$ cat src/rtl/ctrl_pkg.sv
// Shared encodings for the multi-cycle RV32I control unit.
// Opcodes, FSM states and datapath select codes.
package ctrl_pkg;

    localparam logic [6:0] OP_R    = 7'b0110011;
    localparam logic [6:0] OP_I    = 7'b0010011;
    localparam logic [6:0] OP_LW   = 7'b0000011;
    localparam logic [6:0] OP_SW   = 7'b0100011;
    localparam logic [6:0] OP_B    = 7'b1100011;
    localparam logic [6:0] OP_JAL  = 7'b1101111;
    localparam logic [6:0] OP_JALR = 7'b1100111;

    typedef enum logic [2:0] {
        S_FETCH,
        S_DECODE,
        S_EXEC,
        S_MEM,
        S_WB,
        S_TRAP
    } state_t;

    localparam logic [1:0] PCSRC_PC4 = 2'b00;
    localparam logic [1:0] PCSRC_IMM = 2'b01;
    localparam logic [1:0] PCSRC_ALU = 2'b10;

    localparam logic [1:0] WB_ALU = 2'b00;
    localparam logic [1:0] WB_MEM = 2'b01;
    localparam logic [1:0] WB_PC4 = 2'b10;

    localparam logic [2:0] IMM_NONE = 3'b000;
    localparam logic [2:0] IMM_I    = 3'b001;
    localparam logic [2:0] IMM_S    = 3'b010;
    localparam logic [2:0] IMM_B    = 3'b011;
    localparam logic [2:0] IMM_J    = 3'b100;

    localparam logic [3:0] ALU_ADD = 4'b0000;
    localparam logic [3:0] ALU_SUB = 4'b1000;

endpackage

$ cat src/rtl/branch_cond.sv
// Branch resolution from funct3 and the ALU flags of a SUB.
// Flags: bit0 Z, bit1 N, bit2 C (no borrow), bit3 V.
module branch_cond (
    input  logic [2:0] funct3,
    input  logic [3:0] flags,
    output logic       taken
);

    logic z, n, c, v;

    assign z = flags[0];
    assign n = flags[1];
    assign c = flags[2];
    assign v = flags[3];

    // Compare result per branch type; 010/011 never reach here legally
    always_comb begin
        taken = 1'b0;
        case (funct3)
            3'b000:  taken = z;
            3'b001:  taken = ~z;
            3'b100:  taken = n ^ v;
            3'b101:  taken = ~(n ^ v);
            3'b110:  taken = ~c;
            3'b111:  taken = c;
            default: taken = 1'b0;
        endcase
    end

endmodule

$ cat src/rtl/multicycle_control.sv
// Multi-cycle FETCH/DECODE/EXEC/MEM/WB control FSM
// with ready-based memory handshake and bus timeout.
module multicycle_control
    import ctrl_pkg::*;
#(
    parameter int ALUOP_W  = 4,
    parameter int STATUS_W = 5,
    parameter int WAIT_MAX = 15
) (
    input  logic                clk,
    input  logic                rst,
    input  logic [31:0]         instr,
    input  logic [STATUS_W-1:0] status,
    input  logic                mem_ready,
    output logic                mem_req,
    output logic                mem_we,
    output logic                ir_we,
    output logic                pc_we,
    output logic [1:0]          pcsrc,
    output logic                alusrc,
    output logic [ALUOP_W-1:0]  aluop,
    output logic [1:0]          wb,
    output logic                regrw,
    output logic [2:0]          immgen_ctrl,
    output logic                illegal,
    output logic                bus_err
);

    localparam int CW = $clog2(WAIT_MAX + 1);

    state_t        state, state_n;
    logic [CW-1:0] cnt, cnt_n;
    logic          set_ill, set_bus;
    logic [3:0]    alu4;
    logic [2:0]    imm_sel;
    logic          taken;

    logic [6:0] op;
    logic [2:0] f3;
    logic is_r, is_i, is_lw, is_sw;
    logic is_b, is_jal, is_jalr, legal;

    // Bits the controller never inspects
    logic [31:0]         unused_instr;
    logic [STATUS_W-1:0] unused_status;
    assign unused_instr  = instr;
    assign unused_status = status;

    assign op = instr[6:0];
    assign f3 = instr[14:12];

    assign is_r    = (op == OP_R);
    assign is_i    = (op == OP_I);
    assign is_lw   = (op == OP_LW);
    assign is_sw   = (op == OP_SW);
    assign is_b    = (op == OP_B);
    assign is_jal  = (op == OP_JAL);
    assign is_jalr = (op == OP_JALR);

    assign legal = is_r | is_i | is_lw | is_sw
                 | is_jal | is_jalr
                 | (is_b & (f3 != 3'b010) & (f3 != 3'b011));

    assign aluop = ALUOP_W'(alu4);

    branch_cond u_branch_cond (
        .funct3 (f3),
        .flags  (status[3:0]),
        .taken  (taken)
    );

    // Immediate format selected by opcode
    always_comb begin
        imm_sel = IMM_NONE;
        unique case (1'b1)
            is_i, is_lw, is_jalr: imm_sel = IMM_I;
            is_sw:                imm_sel = IMM_S;
            is_b:                 imm_sel = IMM_B;
            is_jal:               imm_sel = IMM_J;
            default:              imm_sel = IMM_NONE;
        endcase
    end

    // State, wait counter and sticky error flags
    always_ff @(posedge clk or posedge rst) begin
        if (rst) begin
            state   <= S_FETCH;
            cnt     <= '0;
            illegal <= 1'b0;
            bus_err <= 1'b0;
        end else begin
            state <= state_n;
            cnt   <= cnt_n;
            if (set_ill) illegal <= 1'b1;
            if (set_bus) bus_err <= 1'b1;
        end
    end

    // Next state and Moore strobes; rst forces every strobe low at once
    always_comb begin
        state_n     = state;
        cnt_n       = cnt;
        set_ill     = 1'b0;
        set_bus     = 1'b0;
        mem_req     = 1'b0;
        mem_we      = 1'b0;
        ir_we       = 1'b0;
        pc_we       = 1'b0;
        pcsrc       = PCSRC_PC4;
        alusrc      = 1'b0;
        alu4        = ALU_ADD;
        wb          = WB_ALU;
        regrw       = 1'b0;
        immgen_ctrl = IMM_NONE;
        if (!rst) begin
            unique case (state)
                S_FETCH: begin
                    mem_req = 1'b1;
                    if (mem_ready) begin
                        ir_we   = 1'b1;
                        cnt_n   = '0;
                        state_n = S_DECODE;
                    end else if (cnt == CW'(WAIT_MAX)) begin
                        set_bus = 1'b1;
                        state_n = S_TRAP;
                    end else begin
                        cnt_n = cnt + CW'(1);
                    end
                end
                S_DECODE: begin
                    immgen_ctrl = imm_sel;
                    if (legal) begin
                        state_n = S_EXEC;
                    end else begin
                        set_ill = 1'b1;
                        state_n = S_TRAP;
                    end
                end
                S_EXEC: begin
                    immgen_ctrl = imm_sel;
                    unique case (1'b1)
                        is_r: begin
                            alu4    = {instr[30], f3};
                            state_n = S_WB;
                        end
                        is_i: begin
                            alusrc  = 1'b1;
                            alu4    = {(f3 == 3'b101) & instr[30], f3};
                            state_n = S_WB;
                        end
                        is_lw, is_sw: begin
                            alusrc  = 1'b1;
                            state_n = S_MEM;
                        end
                        is_jalr: begin
                            alusrc  = 1'b1;
                            state_n = S_WB;
                        end
                        is_jal: begin
                            state_n = S_WB;
                        end
                        is_b: begin
                            alu4    = ALU_SUB;
                            pc_we   = 1'b1;
                            pcsrc   = taken ? PCSRC_IMM : PCSRC_PC4;
                            state_n = S_FETCH;
                        end
                        default: state_n = S_TRAP;
                    endcase
                end
                S_MEM: begin
                    immgen_ctrl = imm_sel;
                    mem_req     = 1'b1;
                    mem_we      = is_sw;
                    if (mem_ready) begin
                        cnt_n = '0;
                        if (is_sw) begin
                            pc_we   = 1'b1;
                            state_n = S_FETCH;
                        end else begin
                            state_n = S_WB;
                        end
                    end else if (cnt == CW'(WAIT_MAX)) begin
                        set_bus = 1'b1;
                        state_n = S_TRAP;
                    end else begin
                        cnt_n = cnt + CW'(1);
                    end
                end
                S_WB: begin
                    immgen_ctrl = imm_sel;
                    regrw       = 1'b1;
                    pc_we       = 1'b1;
                    unique case (1'b1)
                        is_lw: wb = WB_MEM;
                        is_jal: begin
                            wb    = WB_PC4;
                            pcsrc = PCSRC_IMM;
                        end
                        is_jalr: begin
                            wb    = WB_PC4;
                            pcsrc = PCSRC_ALU;
                        end
                        default: wb = WB_ALU;
                    endcase
                    cnt_n   = '0;
                    state_n = S_FETCH;
                end
                S_TRAP: state_n = S_TRAP;
                default: state_n = S_TRAP;
            endcase
        end
    end

endmodule
$ cat config.mk
export PLATFORM = sky130hd
export DESIGN_NAME = multicycle_control
export DESIGN_NICKNAME = d
export VERILOG_FILES = /design/src/rtl/ctrl_pkg.sv /design/src/rtl/branch_cond.sv /design/src/rtl/multicycle_control.sv
export SDC_FILE = /design/constraint.sdc
export NUM_CORES = 1
export LEC_CHECK = 0
export ABC_AREA = 1
export BUFFER_PORTS_ARGS = -buffer_cell sky130_fd_sc_hd__buf_4
export CAP_MARGIN = 20
export CORE_AREA = 2 2 56 58
export DETAILED_ROUTE_END_ITERATION = 12
export DIE_AREA = 0 0 58 60
export MAX_ROUTING_LAYER = met4
export PLACE_DENSITY = 0.69
export SYNTH_ARGS = -nofsm -noshare
export SYNTH_HDL_FRONTEND = slang
export SYNTH_SLANG_ARGS = --single-unit
export TNS_END_PERCENT = 5
$ cat constraint.sdc
create_clock -name clk -period 1.7 [get_ports clk]
set_input_delay 0.51 -clock clk [delete_from_list [all_inputs] [get_ports clk]]
set_output_delay 0.51 -clock clk [all_outputs]
set_load 0.02 [all_outputs]
==> impl_metrics.tcl, run 1 <==
set metrics [dict create \
    status "finished with violations" \
    htreeDepth 1 \
    min_period_over_period_pct 116 \
    grt_start_max_net_pins 14 \
    fillers 269 \
    violations "setup timing" \
    leakage_nw 0.959 \
    yosysTopAreaCell "dfrtp_1" \
    clkTransAtPathRegs_ns 0.07 \
    cts_tree "built" \
    dp.final_hpwl_mm 2.29 \
    die_area_um2 3480 \
    reg2reg_from "state[1]$_DFFE_PP0N_" \
    syn_area_per_cell_um2 5.80 \
    root_buffer "clkbuf_4" \
    async_flop_share_pct 100 \
    synth.area.top_cells "dfrtp_1, nand2_1, inv_1" \
    setup_viol_count_final 17 \
    setup_slack_ns -0.265 \
    ant_nets 0 \
    synth.distinct_cells 23 \
    initial_utilization_pct 32.8 \
    worstSetupPathType "input pin to output pin" \
    die_h_um 60 \
    cap_violations 0 \
    hold_viol_final 0 \
    wl_mm 3.11 \
    route.vias.total 1284 \
    nNetsFinal 281 \
    diodes 0 \
    overflow 0 \
    vias_per_cell 4.72 \
    yosysSeqAreaShare_pct 23.7 \
    crit_arrival_ns 1.46 \
    clk_latency_ns 0.26 \
    die_w_um 58 \
    rows 20 \
    grt_usage_pct 18.6 \
    ios 59 \
    r2r-end "cnt[0]$_DFFE_PP0P_" \
    syn_area_um2 951 \
    grt_pass1_vias 1252 \
    synthTopCellsByCount "nand2_1, inv_1, nor2_1" \
    period_needed_ns 1.97 \
    cts_buffers 3 \
    synth-seq-cells 9 \
    reg2reg_depth 8 \
    portBuffers 36 \
    reg2reg_slack_ns 0.21 \
    finClkSkew_ns 0.0113 \
    synth.top_cell.area_share_pct 23.7 \
    drt-wirelength-per-cell_um 11.4 \
    syn-instance-count 164 \
    tightestPinTransition_ns 0.301 \
    cts_max_path_buffers 2 \
    timing.fmax_ghz 0.509 \
    fin_setup_tns_ns -3.44 \
    syn-num-nets 205 \
    p_per_area_nw_per_um2 730 \
    p_total_mw 1.31 \
    rsz0062_at_grt "yes" \
    design.core.area_um2 2900 \
    cp_max_fo 3 \
    drt_iter0_drc 42 \
    vdd_drop_max_v 0.000711 \
    drcViolationCount 0 \
    synth.most_common_cell "nand2_1" \
    slew_headroom_pct 79.9 \
    finish.utilization_pct 61.8 \
    gp_congestion 0.814 \
    drt-pass1-iter-count 4 \
    cp-start-kind "input pin" \
    synth_edf_count 0 \
    synth_warnings 0 \
    hold_class "input pin to async pin" \
    slew_violations 0 \
    drive_gt1_share_pct 54.4 \
    grt_pass1_wl_mm 4.97 \
    ys_dominant_reg_cell "dfrtp_1" \
    antenna_found_initial 0 \
    end_kind "output pin" \
    place_ws_ns -0.331 \
    cts.sinks 9 \
    area_growth_pct 88.7 \
    cp.required_ns 1.19 \
]
-- per-layer routing --
| layer | share of wire (%) | routed length, um | vias to the layer above | track usage [%] |
|---|---|---|---|---|
| li1 | - | - | 674 | - |
| met3 | 4.3 | 134 | 2 | 3.90 |
| met1 | 44 | 1370 | 580 | 22.6 |
| met4 | 0.64 | 20 | 0 | 2.99 |
| met5 | 0 | 0 | - | - |
| met2 | 51 | 1580 | 28 | 32.3 |
-- cell usage in the layout, fill, tap and decap left out --
cell type  count
nor3_1         1
nand2_1       37
dfrtp_1        7
nor2_2         6
nor3_4         1
o21ai_4        2
nor2_4         5
nand3_1        7
nand4_1        6
o21ai_1        1
nand2_2        7
buf_8          1
nand3_2        3
clkbuf_1       1
nor4_2         1
inv_4          2
dfrtp_2        2
nand3_4        1
or2_2          2
nand2_4        4
a21oi_1        3
ha_1           1
nor3_2         7
a21oi_2        3
o21ai_0        7
o21bai_1       2
buf_4         62
buf_12         2
xor2_1         1
buf_6          7
inv_1         18
inv_2          7
nor2_1        16
a22oi_1        1
clkbuf_4       3
o21ai_2        2
-- through the flow --
stage	instance area, um^2	instances	hold slack, ns
after floorplan	1020	164	0.371
after global placement	1580	264	0.460
after detailed placement	1580	264	0.464
after CTS	1700	269	0.441
after global routing	1790	272	0.466
final	1790	272	0.440
-- final cells by class --
| type | instances | area [um^2] | area share, % |
|---|---|---|---|
| Multi-Input combinational cell | 127 | 793 | 44.2 |
| Timing Repair Buffer | 72 | 599 | 33.4 |
| Clock buffer | 4 | 26.3 | 1.46 |
| Sequential cell | 9 | 228 | 12.7 |
| Tap cell | 33 | 41.3 | 2.30 |
| Inverter | 27 | 106 | 5.93 |
-- worst max-delay path, stage by stage --
cell and delay, ns:
buf_6 0.10, inv_4 0.05, nand4_1 0.19, o21ai_2 0.22
nor2_1 0.08, nor3_2 0.15, buf_4 0.16
-- flip-flops by register name, summed over array words and instances, names as in the netlist --
register,cells
bus_err,1
cnt,4
state,3
illegal,1
-- kinds of logic (layout without fill, tap and decap cells) --
kind of cell	count (synthesis)	count (layout)	synth area share [%]
compound gates	21	21	13.4
xor+xnor	1	1	0.921
buf+inv	28	103	11.2
flops	9	9	23.7
fa+ha+maj	1	1	1.32
simple gates	104	104	49.5
-- how the worst max path moves through the flow --
stage          startpoint              to  slack [ns]  depth (start not counted)
2_1_floorplan    instr[3]           pc_we       -0.16                          7
3_3_place_gp     instr[3]        aluop[2]       -0.32                          7
3_5_place_dp     instr[4]        pcsrc[0]       -0.33                          9
4_1_cts          instr[2]        aluop[3]       -0.26                          7
5_1_grt          instr[3]        aluop[3]       -0.41                          7
6_report         instr[3]  immgen_ctrl[0]       -0.27                          7
-- report_power, final --
part	internal [mW]	total, mW	switching (mW)
clock	0.0903	0.164	0.0741
combinational	0.365	0.806	0.441
sequential	0.275	0.340	0.0649
total	0.731	1.31	0.580
-- what timing repair did --
item,4_1_cts,5_1_grt
hold buffers,0,0
buffers inserted,1,3
pin swaps,10,9
resized for setup,29,18
setup endpoints to repair,17,17
No activity file was read; power rests on OpenSTA's default activity.
==> run 2: changes to the inputs <==
Clock period 1.7 ns to 2 ns, I/O delays scaled along.
==> run 2 against run 1 <==
Effect of this change:
- the flow still finishes with violations (setup timing)
- sequential power shrank 16%
- total power shrank 27%
- routed wire length shrank 3.7%
- global-route usage shrank 1.6 points
- count of clock-buffer cells in the layout is the same
- die area is the same
- final cell count shrank 5.1%
- setup slack gained 0.10 ns
- critical path type unchanged
==> impl_metrics.tcl, run 2 (synthesis results as in run 1) <==
set metrics [dict create \
    crit_arrival_ns 1.57 \
    worstSetupPathType "input pin to output pin" \
    final_common_cell "buf_4" \
    setup_viol_count_final 16 \
    design.core.area_um2 2900 \
    period_needed_ns 2.17 \
    rsz0062_at_grt "yes" \
    drcViolationCount 0 \
    largest_reg_flops 4 \
    reg2reg_slack_ns 0.59 \
    p_per_area_nw_per_um2 578 \
    die_area_um2 3480 \
    ant_nets 0 \
    route.vias.total 1245 \
    violations "setup timing" \
    clk_latency_ns 0.26 \
    tightestPinTransition_ns 0.349 \
    vias_per_cell 4.83 \
    htreeDepth 1 \
    leakage_nw 0.882 \
    setup_slack_ns -0.165 \
    root_buffer "clkbuf_4" \
    final_cell_area_um2 1660 \
    place_ws_ns -0.230 \
    grt_usage_pct 17.0 \
    layout_common_cells "buf_4, nand2_1, inv_1" \
    seqPwrFrac_pct 29.9 \
    placed_area_um2 1440 \
    drt-wirelength-per-cell_um 11.6 \
    grt_start_max_net_pins 13 \
    cap_violations 0 \
    overflow 0 \
    slew_headroom_pct 76.6 \
    finClkSkew_ns 0.00637 \
    grt_pass1_vias 1089 \
    power_frac_comb_pct 55.8 \
    grt_pass1_wl_mm 4.52 \
    min_path_cells 1 \
    cp.required_ns 1.40 \
    status "finished with violations" \
    rows 20 \
    wl_mm 3.00 \
    cts.sinks 9 \
    cts_tree "built" \
    hold_start "bus_err$_DFFE_PP0P_" \
    timing.fmax_ghz 0.462 \
    hold_buffers 0 \
    hold_ws_ns 0.476 \
    clkTransAtPathRegs_ns 0.06 \
    cp-start-kind "input pin" \
    antenna_found_initial 0 \
    min_to "bus_err$_DFFE_PP0P_" \
    drt-pass1-iter-count 4 \
    power_frac_clock_pct 14.3 \
    die_w_um 58 \
    top_register "cnt" \
    drive_gt1_share_pct 48.0 \
    drt_iter0_drc 32 \
    seqCellArea_um2 228 \
    intPower_mw 0.521 \
    vdd_drop_max_v 0.000553 \
    power_switching_mw 0.437 \
    slew_violations 0 \
    r2r-end "cnt[0]$_DFFE_PP0P_" \
    hold_class "flop to flop" \
    die_h_um 60 \
    reg2reg_from "state[0]$_DFFE_PP0N_" \
    ios 59 \
    portBuffers 36 \
    reg2reg_depth 6 \
    gp_congestion 0.825 \
    multiInputGateArea_um2 769 \
    p_sw_share_pct 45.6 \
    fillers 269 \
    cts_buffers 3 \
    initial_utilization_pct 32.8 \
    p_total_mw 0.958 \
    end_kind "output pin" \
    cts_max_path_buffers 2 \
    diodes 0 \
    hold_viol_final 0 \
    reg_top3 "cnt (4), state (3)" \
    min_period_over_period_pct 108 \
    dp.final_hpwl_mm 2.13 \
    place_inst 253 \
    final_cells 258 \
    area_growth_pct 74.5 \
    nNetsFinal 267 \
    cp_max_fo 4 \
]
-- run 2: repair_timing --
| action | CTS | global route |
|---|---|---|
| pin swaps | 7 | 9 |
| endpoints found under the setup margin | 14 | 17 |
| resized for setup | 27 | 29 |
| setup buffers | 0 | 1 |
-- run 2: worst max-delay path, cell delays in order --
cell     delay, ns
buf_6         0.10
inv_4         0.05
nand2_4       0.06
nor2_4        0.18
nand2_2       0.11
nor3_2        0.11
nand2_1       0.08
a21oi_2       0.13
buf_4         0.15
-- run 2: per-stage QoR --
stage | utilization, % | setup TNS [ns]
2_1_floorplan | - | -0.683
6_report | 57.2 | -1.35
5_1_grt | 57.2 | -2.68
3_3_place_gp | 49.7 | -2.06
4_1_cts | 53.6 | -1.34
3_5_place_dp | 49.7 | -2.17
-- run 2: area by class of cell --
cell class,instances,share of cell area [%]
clock buffers,4,1.58
inverters,27,6.56
multi-input cells,127,46.4
flip-flops and latches,9,13.7
well taps,33,2.49
repair buffers,58,29.3
-- run 2: power by group through the flow --
stage               clock (mW)  combinational [mW]  sequential, mW
floorplan                    0               0.306           0.277
global placement             0               0.464           0.279
detailed placement           0               0.471           0.281
CTS                      0.144               0.502           0.279
global route             0.158               0.605           0.296
finish                   0.137               0.535           0.287
-- run 2: worst max path at each step --
stage | from | end | slack (ns)
2_1_floorplan | instr[3] | aluop[0] | -0.11
3_3_place_gp | instr[4] | pcsrc[0] | -0.23
3_5_place_dp | instr[4] | pcsrc[0] | -0.23
4_1_cts | instr[4] | pc_we | -0.15
5_1_grt | instr[2] | aluop[3] | -0.23
6_report | instr[4] | pcsrc[0] | -0.17
-- run 2: per-layer routing --
layer	global-route usage (%)	up-vias	part of all wire [%]
li1	-	649	-
met1	21.4	571	45
met2	28.1	25	50
met3	4.76	0	4.7
met4	2.33	0	0
met5	-	-	0
